### src/rtl/rr_arb_pkg.sv
`default_nettype none
// ============================================================================
// Module      : rr_arb_pkg
// Description : Shared state encoding, pointer reset value and counter width
//               for the four-requester round-robin arbiter.
// Revision    : 1.0 - initial release
// ============================================================================
package rr_arb_pkg;

    typedef enum logic [0:0] {
        ST_IDLE  = 1'b0,
        ST_GRANT = 1'b1
    } arb_state_t;

    // Pointing at requester 3 makes requester 0 the first in line after reset.
    localparam logic [1:0] LAST_RESET = 2'd3;

    localparam int CNT_W = 8;
    localparam logic [CNT_W-1:0] CNT_MAX = '1;

    function automatic logic [3:0] onehot4(input logic [1:0] idx);
        onehot4 = 4'b0001 << idx;
    endfunction

endpackage
`default_nettype wire

### src/rtl/rr_pick4.sv
`default_nettype none
// ============================================================================
// Module      : rr_pick4
// Description : Combinational round-robin picker; scans last+1 .. last (mod 4)
//               over req with masked bits removed and reports the first hit.
// Revision    : 1.0 - initial release
// ============================================================================
module rr_pick4
    import rr_arb_pkg::*;
(
    input  logic [3:0] req,
    input  logic [1:0] last,
    input  logic [3:0] mask,
    output logic       any,
    output logic [1:0] winner
);

    logic [3:0] cand;
    logic [1:0] idx;

    assign cand = req & ~mask;

    always_comb begin
        any    = 1'b0;
        winner = last;
        idx    = '0;
        for (int i = 1; i <= 4; i++) begin
            idx = last + 2'(i);
            if (!any && cand[idx]) begin
                any    = 1'b1;
                winner = idx;
            end
        end
    end

endmodule
`default_nettype wire

### src/rtl/rr_arbiter_4.sv
`default_nettype none
// ============================================================================
// Module      : rr_arbiter_4
// Description : Four-requester round-robin arbiter driving mux sel/enable with
//               burst hold and zero-bubble handover. Burst limit compiled in
//               with macro RR_ARB_BURST_LIMIT_EN.
// Revision    : 1.0 - initial release
// ============================================================================
module rr_arbiter_4
    import rr_arb_pkg::*;
#(
    parameter int MAX_BURST = 4
)
(
    input  logic       clk,
    input  logic       rst_n,
    input  logic [3:0] req,
    input  logic       out_ready,
    output logic [1:0] sel,
    output logic       enable,
    output logic [3:0] gnt,
    output logic [3:0] ack,
    output logic       out_valid
);

    if (MAX_BURST < 1 || MAX_BURST > 255) begin : g_bad_max_burst
        $error("rr_arbiter_4: MAX_BURST must be in 1..255");
    end

    arb_state_t state;
    arb_state_t next_state;
    logic [1:0] last;
    logic       holder_req;
    logic       drop_release;
    logic       limit_hit;
    logic       release_grant;
    logic       load_grant;
    logic [3:0] pick_mask;
    logic       pick_any;
    logic [1:0] pick_winner;

    assign holder_req   = req[sel];
    assign drop_release = (state == ST_GRANT) && !holder_req;

`ifdef RR_ARB_BURST_LIMIT_EN
    localparam logic [CNT_W-1:0] BURST_LAST = CNT_W'(MAX_BURST - 1);

    logic [CNT_W-1:0] beat_cnt;
    logic             beat;

    assign beat      = (state == ST_GRANT) && holder_req && out_ready;
    assign limit_hit = beat && (beat_cnt == BURST_LAST);
`else
    assign limit_hit = 1'b0;
`endif

    assign release_grant = drop_release || limit_hit;

    // A limit release keeps the holder eligible so a sole requester is re-granted.
    assign pick_mask = drop_release ? onehot4(sel) : 4'b0000;

    rr_pick4 u_pick (
        .req    (req),
        .last   (last),
        .mask   (pick_mask),
        .any    (pick_any),
        .winner (pick_winner)
    );

    always_ff @(posedge clk or negedge rst_n) begin
        if (!rst_n) begin
            state <= ST_IDLE;
        end else begin
            state <= next_state;
        end
    end

    always_comb begin
        next_state = state;
        load_grant = 1'b0;
        case (state)
            ST_IDLE: begin
                if (pick_any) begin
                    next_state = ST_GRANT;
                    load_grant = 1'b1;
                end
            end
            ST_GRANT: begin
                if (release_grant) begin
                    if (pick_any) begin
                        load_grant = 1'b1;
                    end else begin
                        next_state = ST_IDLE;
                    end
                end
            end
            default: begin
                next_state = ST_IDLE;
            end
        endcase
    end

    always_comb begin
        enable    = (state == ST_GRANT);
        gnt       = (state == ST_GRANT) ? onehot4(sel) : 4'b0000;
        ack       = gnt & {4{out_ready}};
        out_valid = (state == ST_GRANT) && holder_req;
    end

    always_ff @(posedge clk or negedge rst_n) begin
        if (!rst_n) begin
            sel  <= 2'd0;
            last <= LAST_RESET;
        end else if (load_grant) begin
            sel  <= pick_winner;
            last <= pick_winner;
        end
    end

`ifdef RR_ARB_BURST_LIMIT_EN
    always_ff @(posedge clk or negedge rst_n) begin
        if (!rst_n) begin
            beat_cnt <= '0;
        end else if (load_grant) begin
            beat_cnt <= '0;
        end else if (beat && (beat_cnt != CNT_MAX)) begin
            beat_cnt <= beat_cnt + CNT_W'(1);
        end
    end
`endif

endmodule
`default_nettype wire

### config.mk
export PLATFORM = sky130hd
export DESIGN_NAME = rr_arbiter_4
export DESIGN_NICKNAME = d
export VERILOG_FILES = /design/src/rtl/rr_arb_pkg.sv /design/src/rtl/rr_pick4.sv /design/src/rtl/rr_arbiter_4.sv
export SDC_FILE = /design/constraint.sdc
export NUM_CORES = 1
export LEC_CHECK = 0
export BUFFER_PORTS_ARGS = -buffer_cell sky130_fd_sc_hd__buf_4
export CAP_MARGIN = 20
export CORE_AREA = 4 4 41 43
export DETAILED_ROUTE_END_ITERATION = 8
export DIE_AREA = 0 0 45 47
export HOLD_SLACK_MARGIN = 0.06
export PLACE_DENSITY_LB_ADDON = 0.25
export SYNTH_ARGS = -nofsm -noshare
export SYNTH_HDL_FRONTEND = slang
export SYNTH_SLANG_ARGS = --single-unit
### constraint.sdc
create_clock -name clk -period 1.45 [get_ports clk]
set_clock_uncertainty 0.05 [all_clocks]
set_input_delay 0.29 -clock clk [delete_from_list [all_inputs] [get_ports clk]]
set_output_delay 0.29 -clock clk [all_outputs]
set_load 0.01 [all_outputs]
==> results of run 1 <==
## final cells by class
type	count	share of cell area (%)
Multi-Input combinational cell	33	40.1
Timing Repair Buffer	34	36.5
Sequential cell	5	15.9
Clock buffer	4	3.21
Tap cell	15	2.29
Inverter	3	1.99
## stage by stage
| step | worst slack [ps] | total power (W) | utilization, % | hold WS, ps | area (um2) |
|---|---|---|---|---|---|
| 2_1_floorplan | -24.3 | 0.000872 | - | -55.6 | 414 |
| 3_3_place_gp | -124 | 0.00123 | 48.2 | 45.2 | 627 |
| 3_5_place_dp | -147 | 0.00124 | 48.2 | 43.8 | 627 |
| 4_1_cts | -149 | 0.00159 | 57.9 | 245 | 753 |
| 5_1_grt | -206 | 0.00188 | 62.9 | 237 | 818 |
| 6_report | -136 | 0.00174 | 62.9 | 249 | 818 |
## what timing repair did
action,in CTS,in global routing
endpoints found under the hold margin,5,0
setup endpoints to repair,13,14
pin swaps,5,1
buffers inserted,5,0
hold buffers,1,0
gates resized for setup,14,18
## cell usage in the layout, fill, tap and decap left out, drive strengths merged, types with 2 or more instances in the layout
master / synthesis / routed
nand2: 3 / 3
inv: 3 / 3
buf: 1 / 33
clkbuf: 1 / 4
mux2i: 3 / 3
a21oi: 5 / 5
dfstp: 2 / 2
dfrtp: 3 / 3
mux2: 2 / 2
nand2b: 3 / 3
nor3: 3 / 3
nor2: 8 / 8
## final timing paths
kind                       slack, ps                  end  cells after the start           startpoint
max in group asynchronous        820  last[1]$_DFFE_PN1P_                      2                rst_n
min reg2reg                      460  last[0]$_DFFE_PN1P_                      2  last[0]$_DFFE_PN1P_
max                             -140            out_valid                      3   sel[1]$_DFFE_PN0P_
min in group asynchronous        340   sel[0]$_DFFE_PN0P_                      2                rst_n
min                              250     enable$_DFF_PN0_                      2               req[2]
max reg2reg                      -50   sel[1]$_DFFE_PN0P_                      3   sel[1]$_DFFE_PN0P_
## logic make-up (layout without fill, tap and decap cells)
group	after synthesis	count (layout)
buf+inv	5	41
compound gates	9	9
flops	5	5
simple gates	19	19
mux	5	5
## power groups by stage
| stage | Combinational (W) | Clock, W | Sequential, W |
|---|---|---|---|
| detailed placement | 0.000929 | 0 | 0.000313 |
| global route | 0.00136 | 0.000179 | 0.000346 |
| global placement | 0.000914 | 0 | 0.000312 |
| floorplan | 0.000591 | 0 | 0.000281 |
| CTS | 0.00110 | 0.000165 | 0.000323 |
| finish | 0.00126 | 0.000160 | 0.000325 |
## registers in the layout, summed over array words and instances, names as in the netlist
| register | cells |
|---|---|
| last | 2 |
| sel | 2 |
| enable | 1 |
## routing by layer
| metal | wire [um] | track usage, % |
|---|---|---|
| met1 | 411 | 14.7 |
| met2 | 617 | 23.2 |
| met3 | 124 | 4.60 |
| met4 | 0 | 5.26 |
| met5 | 0 | 0 |
==> summary.txt, run 1 <==
GRT
  – Vias in the first global route: between 400 and 500
  – Initial antenna violation count: 0
  – Gr ovfl total: 0
  – GRT Resource Usage Total: between 10% and 20%
  – Largest net degree at the start of global routing: 6
  – First-pass GRT wire length: 2020 um

CTS
  – TritonCTS clock tree: done
  – Worst-Skew Late Latency: roughly 240 ps
  – CTS root buffer: clkbuf_4
  – Clock Sinks: 5
  – H-tree levels: 1
  – Maximum root-to-sink buffer count: 2
  – Inserted Clock Buffers: 3
  – Reg clk slew, reported paths: 40 ps

Layout
  – Fill cells: between 100 and 150
  – ANT cells: 0
  – Synthesis-to-finish area growth: 108%
  – Share of cells above drive strength 1: around 76%
  – Reg area: between 100 and 150 um2
  – Post-layout nets: just under 90
  – Multi-input gate area: about 330 um2
  – Fin cells: 94

Synth
  – Netlist cell types: 19
  – Post-synth EDFFs: 0
  – Xor/xnor cell area share of the yosys netlist: 0%
  – Synth cell count leaders: nor2_1, a21oi_1
  – Count leader, synth: nor2_1
  – Sequential area share after synthesis: 32.4%
  – Synth area leader: dfrtp_1
  – Synth Area in Adders: 0%
  – Synth Warn #: 0
  – Post-Synthesis Cells: 43
  – Share of the synthesized area in the top cell type: a little under a fifth
  – Net count after synthesis: 50
  – Compound-gate portion of the synthesized area: between 20% and 30%
  – Simple-Gate Fraction of Synth Area: between 20% and 30%
  – Mapped Area: approximately 390 um2
  – Mux cell area share after synthesis: about 16%
  – Largest family of logic cells by synthesized area: compound AO/OA/AOI/OAI gates
  – Area contributors post-synth: dfrtp_1, dfstp_2, mux2_4, nor2_1, a2111oi_4
  – Synthesized area per cell: a little over 9 um2
  – Primary FF master, synth: dfrtp_1
  – Yosys reg bits: 5
  – Async SR Flop Fraction: 100%

Setup path
  – CP delay by family, top: flip-flops
  – Worst path bufs/invs: 1
  – Worst Path Arrival: roughly 1300 ps
  – CP cell instances: mux2i_4 > o22ai_1 > buf_4
  – Critical path startpoint category: register
  – Critical path class: reg -> out
  – CP Capture Type: output port
  – CP max FO: 5
  – Slowest-stage cell, CP: dfrtp_2
  – Crit path required time: 1110 ps
  – CP max stage delay: between 400 and 500 ps

STA
  – Least-Margin Pin Slew: approximately 340 ps
  – Setup violators final: 11
  – Crit share post-route: 109%
  – Final worst setup slack: -136 ps
  – Pins over their slew limit: 0
  – Fin crit period: 1590 ps
  – Max_slew headroom: a little under 80%
  – Setup TNS: -461 ps
  – Max Freq: between 0.6 and 0.7 GHz
  – Fin. Hold Viols: 0
  – RSZ-0062 raised after global routing: yes

Routing
  – Routed Antenna Nets: 0
  – Residual DRC: 0
  – Router iterations before antenna repair: 4
  – WL final: 1150 um
  – 1st-iter DRT viols: 3
  – Vias/cell: between 4 and 5
  – DR vias: 450
  – Wire per inst: between 10 and 15 um

Placed design
  – Port buffer count: 18
  – GP Congestion: 0.755
  – Placed Cells: 84
  – DPL Wire Length: around 830 um

Pwr
  – Leakage Power: ~0.37 nW
  – Worst VDD drop: ~0.9 mV
  – NetSw: between 0.0006 and 0.0007 W
  – Internal power: 0.00105 W
  – Power Density: between 2000 and 2500 mW/mm2
  – Switch share: about two fifths
  – Seq pwr share: around a fifth
  – Logic gate share of total power: 72.2%
  – Clock share of power: under 10%

Run status
  – Status: complete, but fails checks
  – Failing checks: negative setup slack

Hold path
  – Hold WC Path Type: in -> reg

Floorplan
  – Die height: roughly 47 um
  – Placeable Area: about 0.0013 mm2
  – Die Span X: between 40 and 50 um
  – Initial Util: 30.3%
  – Die ar.: between 0.002 and 0.0025 mm2
  – Row count: 13
  – Num ports: 19

Flow run
  – Max Cap Viol: 0
No activity file was read; power rests on OpenSTA's default activity.
==> run 2, diff against run 1 <==
--- a/config.mk
+++ b/config.mk
@@ -5,13 +5,15 @@
 export SDC_FILE = /design/constraint.sdc
 export NUM_CORES = 1
 export LEC_CHECK = 0
-export BUFFER_PORTS_ARGS = -buffer_cell sky130_fd_sc_hd__buf_4
+export ABC_AREA = 1
+export BUFFER_PORTS_ARGS = -buffer_cell sky130_fd_sc_hd__buf_2
 export CAP_MARGIN = 20
-export CORE_AREA = 4 4 41 43
+export CORE_MARGIN = 4
+export CORE_UTILIZATION = 43
 export DETAILED_ROUTE_END_ITERATION = 8
-export DIE_AREA = 0 0 45 47
 export HOLD_SLACK_MARGIN = 0.06
 export PLACE_DENSITY_LB_ADDON = 0.25
+export SKIP_LAST_GASP = 1
 export SYNTH_ARGS = -nofsm -noshare
 export SYNTH_HDL_FRONTEND = slang
 export SYNTH_SLANG_ARGS = --single-unit
==> run 2 against run 1 <==
Net effect: the flow still finishes with violations (negative setup slack); fmax decreased by 4.3%; synthesized cell count increased by 130%; cell count increased by 65%; critical path type unchanged; critical endpoint unchanged; largest power group unchanged.
==> summary.txt, run 2 <==
Synth
  – Net count after synthesis: 106
  – Yosys reg bits: 5
  – Synthesized area per cell: approximately 5.9 um2
  – Synth area leader: nand2_1
  – Count leader, synth: nand2_1
  – Post-Synthesis Cells: between 90 and 100
  – Netlist cell types: 20
  – Share of the synthesized area in the top cell type: 29.4%
  – Sequential area share after synthesis: around 22%
  – Post-synth EDFFs: 0
  – Async SR Flop Fraction: 100%
  – Area contributors post-synth: nand2_1, dfrtp_1, dfstp_2, nand2_2, inv_1
  – Synth Warn #: 0
  – Synth cell count leaders: nand2_1, inv_1, nand2_2
  – Primary FF master, synth: dfrtp_1
  – Mapped Area: 588 um2

Run status
  – Status: complete, but fails checks
  – Failing checks: negative setup slack

GRT
  – Initial antenna violation count: 0
  – Largest net degree at the start of global routing: 9
  – First-pass GRT wire length: 2790 um
  – GRT Resource Usage Total: between 10% and 20%
  – Gr ovfl total: 0
  – Vias in the first global route: around 700

Setup path
  – CP delay by family, top: flip-flops
  – Worst path bufs/invs: 3
  – CP cell instances: inv_2 > nand3_1 > o21ai_1 > o21bai_1 > nand2_1 > inv_1 > buf_2
  – Critical path class: reg -> out
  – CP max FO: 5
  – CP max stage delay: 440 ps
  – CP Capture Type: output port
  – R2r setup slk: -200 ps
  – Crit path required time: between 1000 and 1500 ps
  – Reg2reg path depth: 9
  – Slowest-stage cell, CP: dfrtp_2
  – Crit path from: sel[0]$_DFFE_PN0P_
  – RR Endpoint: enable$_DFF_PN0_
  – Critical path startpoint category: register
  – Worst Path Arrival: between 1000 and 1500 ps
  – Worst reg2reg startpoint: last[0]$_DFFE_PN1P_

Pwr
  – Worst VDD drop: about 1.9 mV
  – Power Density: approximately 2600 mW/mm2
  – Leakage Power: about 0.55 nW

Layout
  – Synthesis-to-finish area growth: 73.2%
  – Fill cells: 95
  – ANT cells: 0
  – Commonest non-fill, non-tap cell in the layout: nand2_1
  – Finished Cell Area: about 0.0010 mm2
  – Reg area: about 130 um2
  – Most frequent cells in the layout: nand2_1, buf_2, buf_4
  – Share of cells above drive strength 1: between 60% and 70%
  – Post-layout nets: around 150
  – Multi-input gate area: around 520 um2

Routing
  – WL final: 2090 um
  – Wire per inst: 13.5 um
  – Routed length on met2: about 1100 um
  – DR WL met3: about 94 um
  – Routed Antenna Nets: 0
  – Residual DRC: 0
  – DR vias: 783
  – Vias/cell: 5.05
  – Highest Signal Layer: met4
  – Metal-1 WL: around 830 um
  – Router iterations before antenna repair: 4
  – 1st-iter DRT viols: 20

Flow run
  – Max Cap Viol: 0

Floorplan
  – Initial Util: 45.2%
  – Die ar.: 0.00202 mm2
  – Die height: around 45 um
  – Num ports: 19
  – Die Span X: approximately 45 um
  – Placeable Area: between 0.001 and 0.0015 mm2
  – Row count: 13

CTS
  – TritonCTS clock tree: done
  – Reg clk slew, reported paths: roughly 40 ps
  – Worst-Skew Late Latency: between 200 and 250 ps
  – CTS root buffer: clkbuf_4
  – H-tree levels: 1
  – Clock Sinks: 5
  – Inserted Clock Buffers: 3
  – Maximum root-to-sink buffer count: 2

STA
  – Fin crit period: roughly 1700 ps
  – Worst Hold Slack: roughly 360 ps
  – Setup violators final: 14
  – Least-Margin Pin Slew: 233 ps
  – RSZ-0062 raised after global routing: yes
  – Crit share post-route: 114%
  – Max_slew headroom: 84.4%
  – Pins over their slew limit: 0
  – Max Freq: ~0.60 GHz
  – Final worst setup slack: -208 ps
  – Fin. Hold Viols: 0

Hold path
  – Hold WC Path Type: in -> async

Placed design
  – Pre-CTS setup slack: -154 ps
  – DPL Wire Length: ~1200 um
  – Port buffer count: 18
  – GP Congestion: a little under 0.9
  – Area of placed instances: ~810 um2
[run 2: cell count changes in the layout (fill, tap and decap cells not counted), moves of 5 or more]
cell | previous run | this run
buf_2 | 0 | 18
buf_4 | 22 | 17
buf_6 | 11 | 2
inv_1 | 2 | 7
nand2_1 | 1 | 34
nand2_2 | 2 | 16
nand2_4 | 0 | 5
[run 2: logic make-up after synthesis]
group	Yosys count	synth area share, %
AND/OR/NAND/NOR	72	59.1
buffers and inverters	15	11.1
AO/OA/AOI/OAI	7	8.09
flip-flops	5	21.7
[run 2: routing by layer]
metal / track usage, % / vias to the layer above
li1: - / 388
met2: 34.5 / 28
met1: 22.0 / 363
met5: 0 / -
met3: 2.39 / 4
met4: 5.26 / 0
[run 2: power breakdown]
group	total (W)	switching, W	internal [W]
clock	0.000158	0.0000544	0.000104
combinational	0.00217	0.00122	0.000952
sequential	0.000338	0.000103	0.000234
total	0.00267	0.00138	0.00129
[run 2: repair_timing]
item / in CTS / in global routing
hold buffers: 1 / 0
pin swaps: 11 / 7
endpoints found under the hold margin: 5 / 0
setup endpoints to repair: 13 / 14
resized for setup: 19 / 16
cloned: 0 / 0
buffers inserted: 4 / 2
[run 2: area by class of cell]
| cell class | count | share of cell area (%) |
|---|---|---|
| timing repair buffer | 39 | 26.5 |
| tap | 15 | 1.84 |
| sequential | 5 | 12.7 |
| inverter | 13 | 5.41 |
| multi-input combinational | 79 | 51.0 |
| clock buffer | 4 | 2.58 |
[run 2: worst max-delay path by stage]
stage | endpoint | cells past startpoint
floorplan | sel[1]$_DFFE_PN0P_ | 10
global placement | sel[1]$_DFFE_PN0P_ | 9
detailed placement | sel[1]$_DFFE_PN0P_ | 11
CTS | out_valid | 7
global route | out_valid | 6
finish | out_valid | 7
[run 2: per-stage QoR]
| step | instances | power (W) | util [%] | setup TNS [ps] |
|---|---|---|---|---|
| 2_1_floorplan | 99 | 0.00139 | - | -37.2 |
| 3_3_place_gp | 144 | 0.00194 | 61.9 | -384 |
| 3_5_place_dp | 144 | 0.00197 | 61.9 | -550 |
| 4_1_cts | 153 | 0.00239 | 71.8 | -1130 |
| 5_1_grt | 155 | 0.00286 | 78.3 | -2980 |
| 6_report | 155 | 0.00267 | 78.3 | -2040 |
